===== src/rtl/line_scroller_pkg.sv =====
// Shared definitions for the scrolling line generator: FSM encoding and
// default LFSR tap masks / seeds per register width.
package line_scroller_pkg;

  typedef enum logic [1:0] {
    ST_IDLE  = 2'd0,
    ST_SHIFT = 2'd1,
    ST_DONE  = 2'd2
  } state_e;

  // Maximal-length Fibonacci tap masks for the supported widths.
  function automatic logic [31:0] default_taps(input int width);
    case (width)
      8:       return 32'h0000_00B8;
      16:      return 32'h0000_B400;
      32:      return 32'h8020_0003;
      default: return 32'h0000_0000;
    endcase
  endfunction

  function automatic logic [31:0] default_seed(input int width);
    case (width)
      8:       return 32'h0000_00E1;
      16:      return 32'h0000_ACE1;
      32:      return 32'hACE1_ACE1;
      default: return 32'h0000_0001;
    endcase
  endfunction

endpackage


===== src/rtl/line_scroller_lfsr_core.sv =====
// Fibonacci LFSR: shifts left, feedback (XOR of tapped bits) enters at bit 0.
// An all-zero state reloads SEED on the next step instead of locking up.
module lfsr_core #(
  parameter int                LFSR_W = 16,
  parameter logic [LFSR_W-1:0] TAPS   = 16'hB400,
  parameter logic [LFSR_W-1:0] SEED   = 16'hACE1
) (
  input  logic              clk_i,
  input  logic              reset_i,
  input  logic              step_i,
  output logic [LFSR_W-1:0] state_o
);

  logic feedback;

  assign feedback = ^(state_o & TAPS);

  // NOTE: sequential state uses non-blocking assignments only, so every
  // register samples pre-edge values regardless of block ordering.
  always_ff @(posedge clk_i) begin
    if (reset_i) begin
      state_o <= SEED;
    end else if (step_i) begin
      if (state_o == '0) state_o <= SEED;
      else               state_o <= {state_o[LFSR_W-2:0], feedback};
    end
  end

endmodule


===== src/rtl/line_scroller.sv =====
// WIDTH-bit scrolling line; each command shifts in N pseudo-random bits at
// the MSB, one per clock, with a cap on consecutive inserted zeros.
module line_scroller
  import line_scroller_pkg::*;
#(
  parameter int                WIDTH        = 640,
  parameter int                LFSR_W       = 16,
  parameter logic [LFSR_W-1:0] TAPS         = LFSR_W'(default_taps(LFSR_W)),
  parameter logic [LFSR_W-1:0] SEED         = LFSR_W'(default_seed(LFSR_W)),
  parameter int                CNT_W        = 8,
  parameter int                DENSITY_W    = 4,
  parameter int                MAX_ZERO_RUN = 31
) (
  input  logic                 clk_i,
  input  logic                 reset_i,
  input  logic                 clear_i,
  input  logic                 cmd_valid_i,
  output logic                 cmd_ready_o,
  input  logic [CNT_W-1:0]     cmd_count_i,
  input  logic [DENSITY_W-1:0] density_i,
  output logic [WIDTH-1:0]     line_o,
  output logic                 bit_valid_o,
  output logic                 bit_o,
  output logic                 done_o
);

  localparam int ZR_W = $clog2(MAX_ZERO_RUN + 1);

  state_e            state;
  logic [CNT_W-1:0]  remaining;
  logic [ZR_W-1:0]   zero_run;
  logic [LFSR_W-1:0] lfsr_state;
  logic              step;
  logic              rand_bit;
  logic              new_bit;
  logic              unused_lfsr_bits;

  // The LFSR only advances on real shift cycles; a clear cancels the step.
  assign step = (state == ST_SHIFT) && !clear_i;

  lfsr_core #(
    .LFSR_W (LFSR_W),
    .TAPS   (TAPS),
    .SEED   (SEED)
  ) u_lfsr (
    .clk_i   (clk_i),
    .reset_i (reset_i),
    .step_i  (step),
    .state_o (lfsr_state)
  );

  assign unused_lfsr_bits = ^lfsr_state[LFSR_W-1:DENSITY_W];

  // NOTE: every output of a combinational block gets a value on every path,
  // otherwise synthesis infers a latch.
  always_comb begin
    rand_bit = 1'b0;
    new_bit  = 1'b0;
    if (density_i == '1) rand_bit = 1'b1;
    else                 rand_bit = (lfsr_state[DENSITY_W-1:0] < density_i);
    if (zero_run == ZR_W'(MAX_ZERO_RUN)) new_bit = 1'b1;
    else                                 new_bit = rand_bit;
  end

  // done_o is registered from the DONE state, so it appears the cycle after
  // the FSM sits in DONE: N+1 cycles after the handshake edge.
  always_ff @(posedge clk_i) begin
    if (reset_i) begin
      state       <= ST_IDLE;
      line_o      <= '1;
      cmd_ready_o <= 1'b1;
      done_o      <= 1'b0;
      bit_valid_o <= 1'b0;
      bit_o       <= 1'b0;
      zero_run    <= '0;
      remaining   <= '0;
    end else if (clear_i) begin
      state       <= ST_IDLE;
      line_o      <= '1;
      cmd_ready_o <= 1'b1;
      done_o      <= 1'b0;
      bit_valid_o <= 1'b0;
      bit_o       <= 1'b0;
      zero_run    <= '0;
      remaining   <= '0;
    end else begin
      done_o      <= 1'b0;
      bit_valid_o <= 1'b0;
      case (state)
        ST_IDLE, ST_DONE: begin
          done_o <= (state == ST_DONE);
          if (cmd_valid_i && cmd_count_i != '0) begin
            remaining   <= cmd_count_i;
            state       <= ST_SHIFT;
            cmd_ready_o <= 1'b0;
          end else if (cmd_valid_i) begin
            // A zero-length command completes immediately via DONE.
            state       <= ST_DONE;
            cmd_ready_o <= 1'b1;
          end else begin
            state       <= ST_IDLE;
            cmd_ready_o <= 1'b1;
          end
        end
        ST_SHIFT: begin
          line_o      <= {new_bit, line_o[WIDTH-1:1]};
          bit_valid_o <= 1'b1;
          bit_o       <= new_bit;
          zero_run    <= new_bit ? '0 : zero_run + ZR_W'(1);
          remaining   <= remaining - CNT_W'(1);
          if (remaining == CNT_W'(1)) begin
            state       <= ST_DONE;
            cmd_ready_o <= 1'b1;
          end
        end
        default: begin
          state       <= ST_IDLE;
          cmd_ready_o <= 1'b1;
        end
      endcase
    end
  end

endmodule


===== config.mk =====
export PLATFORM = sky130hd
export DESIGN_NAME = line_scroller
export DESIGN_NICKNAME = d
export VERILOG_FILES = /design/src/rtl/line_scroller_pkg.sv /design/src/rtl/line_scroller_lfsr_core.sv /design/src/rtl/line_scroller.sv
export SDC_FILE = /design/constraint.sdc
export NUM_CORES = 1
export LEC_CHECK = 0
export BUFFER_PORTS_ARGS = -buffer_cell sky130_fd_sc_hd__clkbuf_2
export CAP_MARGIN = 40
export CELL_PAD_IN_SITES_DETAIL_PLACEMENT = 1
export CELL_PAD_IN_SITES_GLOBAL_PLACEMENT = 1
export CORE_AREA = 2 2 260 262
export CTS_CLUSTER_DIAMETER = 30
export CTS_CLUSTER_SIZE = 16
export DETAILED_ROUTE_END_ITERATION = 7
export DIE_AREA = 0 0 262 264
export PLACE_DENSITY_LB_ADDON = 0.1
export SLEW_MARGIN = 20
export SYNTH_ARGS = -nofsm -noshare
export SYNTH_HDL_FRONTEND = slang
export SYNTH_SLANG_ARGS = --single-unit

===== constraint.sdc =====
create_clock -name clk_i -period 4 [get_ports clk_i]
set_input_delay 0.4 -clock clk_i [delete_from_list [all_inputs] [get_ports clk_i]]
set_output_delay 0.4 -clock clk_i [all_outputs]
set_load 0.01 [all_outputs]

==> results.sh <==
export IMPL_start_util_pct=35.2
export IMPL_cp_max_fo=52
export IMPL_grt_use_total_pct=23.7
export IMPL_cts_tree="built"
export IMPL_pwr_share_clk_pct=61.0
export IMPL_die_w_um=262
export IMPL_antenna_found_initial=3
export IMPL_cts_num_sinks=675
export IMPL_portBuffers=659
export IMPL_fin_area_sq_um=32600
export IMPL_final_common_cell="nand2_1"
export IMPL_overflow=0
export IMPL_comb_power_share_pct=5.4
export IMPL_syn_cell_area_sq_um=23400
export IMPL_hold_path_class="primary input to flop"
export IMPL_syn_inst=2971
export IMPL_ir_worst_vdd_mv=0.332
export IMPL_final_cell_mix="1300 x nand2_1, 675 x dfxtp_1, 659 x clkbuf_2"
export IMPL_htree_levels=4
export IMPL_wl_per_cell_um=18.3
export IMPL_status="completed"
export IMPL_hpwl_mm=56.0
export IMPL_cts_made_buffers=154
export IMPL_maxCapViolCount=0
export IMPL_via_per_inst=4.90
export IMPL_syn_nets=2995
export IMPL_cp_end_kind="flop"
export IMPL_worstPathRequired_ns=4.64
export IMPL_synth_seq_cells=675
export IMPL_rsz0062_at_grt="no"
export IMPL_syn_area_per_cell_sq_um=7.88
export IMPL_p_per_area_nw_per_um2=646
export IMPL_fin_nets=3608
export IMPL_std_cell_rows=95
export IMPL_gp_congestion=0.829
export IMPL_ant_nets=0
export IMPL_ios=660
export IMPL_hold_viol_final=0
export IMPL_grt_pass1_wl_mm=130
export IMPL_synthDistinctLibCells=46
export IMPL_drt_pass1_iter_count=4
export IMPL_synth_async_sr_flop_share_pct=0
export IMPL_p_sw_share_pct=23.3
export IMPL_area_delta_synth_final_pct=39.1
export IMPL_drtIter0Drc=1393
export IMPL_coreArea_sq_um=66600
export IMPL_place_area_sq_um=27200
export IMPL_worst_slew_pin_slew_ns=1.05
export IMPL_grt_pass1_vias=23000
export IMPL_ys_seq_area_share_pct=57.7
export IMPL_intPower_mw=16.1
export IMPL_clkTransAtPathRegs_ns=0.04
export IMPL_root_buffer="clkbuf_16"
export IMPL_yosys_warnings=0
export IMPL_fin_skew_ns=0.0268
export IMPL_grt_max_degree=207
export IMPL_max_clock_path_buffers=3
export IMPL_switchingPower_mw=4.90
export IMPL_drive_gt1_share_pct=25.5
export IMPL_crit_arrival_ns=2.86
export IMPL_leakagePower_nw=16.4
export IMPL_drv_slew=0
export IMPL_fin_crit_ns=2.22
export IMPL_ys_flop_type="dfxtp_1"
export IMPL_p_seq_share_pct=33.6
export IMPL_drc_errors=0
export IMPL_setup_violations=0
export IMPL_die_height_um=264
export IMPL_vias=22500
export IMPL_cts_repair_resized=0
export IMPL_start_kind="flop"
export IMPL_clock_latency_ns=0.71
export IMPL_wl_mm=83.9
export IMPL_die_area_sq_um=69200
export IMPL_fin_tns_setup_ns=0
export IMPL_slew_headroom_pct=30.0
export IMPL_period_share_pct=55.6
export IMPL_worstSetupPathType="flop to flop"
export IMPL_fmax_mhz=450
export IMPL_synth_edf_count=0
==> power groups by stage <==
stage | clock [mW] | sequential (mW) | combinational [mW]
after detailed placement | 0 | 7.19 | 1.15
after CTS | 13.1 | 7.07 | 1.16
after global placement | 0 | 7.18 | 1.11
after floorplan | 0 | 7.23 | 0.681
after global routing | 13.4 | 7.09 | 1.30
final | 12.8 | 7.07 | 1.15
==> layout make-up <==
type	instances	area [sq um]
fillers	8052	34000
well taps	873	1090
inverters	8	30.0
clock buffers	212	4460
diodes	3	7.51
clock inverters	68	927
flip-flops and latches	675	13500
multi-input cells	2062	8910
repair buffers	683	3630
==> routing by layer <==
metal / track usage, % / up-vias / wire length, um
li1: - / 10900 / -
met1: 26.2 / 10800 / 32400
met2: 39.4 / 573 / 40800
met3: 9.00 / 192 / 6870
met4: 12.4 / 0 / 3820
met5: 0 / - / 0
==> synthesized netlist by cell type (all sizes together) (3+ instances only) <==
master  instances  area [sq um]
buf           102           511
nor3b           3          22.5
nand2        1300          4880
nor4            3          18.8
a211oi          4          30.0
dfxtp         675         13500
clkbuf        124           465
o21bai          7          52.6
nor2b           3          18.8
xnor2           4          35.0
inv             8          30.0
nand3         644          3220
nor3           16          80.1
ha              8           100
nand4           3          18.8
o21ai           6          33.8
a21oi          15          75.1
nor2           16          60.1
==> through the flow <==
stage                     instances  hold slack, ns  total power [mW]  setup WS [ns]  utilization (%)
after floorplan                2971           0.445              7.91           2.37                -
after global placement         4297           0.454              8.29           1.83             40.8
after detailed placement       4298           0.470              8.34           1.74             40.8
after CTS                      4580         0.00966              21.3           1.76             48.9
after global routing           4584          0.0567              21.8           1.60             48.9
final                          4584          0.0603              21.0           1.78             48.9
==> sequential cells by signal, indices dropped and copies added (netlist names) <==
name / flops
bit_o: 1
bit_valid_o: 1
cmd_ready_o: 1
done_o: 1
line_o: 640
remaining: 8
state: 2
u_lfsr.state_o: 16
zero_run: 5
==> timing repair <==
item,in CTS,in global routing
hold buffers,2,0
endpoints found under the setup margin,0,0
hold endpoints to repair,2,0
buffers inserted,0,0
==> kinds of logic (layout without fill, tap and decap cells) <==
kind of cell | after synthesis | in the layout | share of synthesized area [%]
and+or+nand+nor | 2002 | 2002 | 36.0
other | 0 | 3 | 0
DFF | 675 | 675 | 57.7
AOI/OAI and AO/OA | 44 | 44 | 1.24
buffers and inverters | 234 | 971 | 4.30
adders and majority gates | 8 | 8 | 0.428
muxes | 2 | 2 | 0.0855
xor gates and xnor gates | 6 | 6 | 0.224
==> critical path: stages (launching register included) <==
cell and delay [ns]:
dfxtp_1 0.44, nor2b_4 0.35, buf_4 0.48, buf_4 0.55, nand2_1 0.16, nand3_1 0.12
==> final timing paths <==
check,start,end,slack [ns],cells past startpoint
min,cmd_count_i[2],remaining[2]$_SDFFE_PP0P_,0.06,3
max,state[0]$_SDFFE_PP0P_,line_o[85]$_SDFFE_PP1P_,1.78,5
max reg2reg,state[0]$_SDFFE_PP0P_,line_o[85]$_SDFFE_PP1P_,1.78,5
min reg2reg,u_lfsr.state_o[7]$_SDFFE_PP1P_,u_lfsr.state_o[8]$_SDFFE_PP0P_,0.47,2
Power figures use the tool's default switching activity.
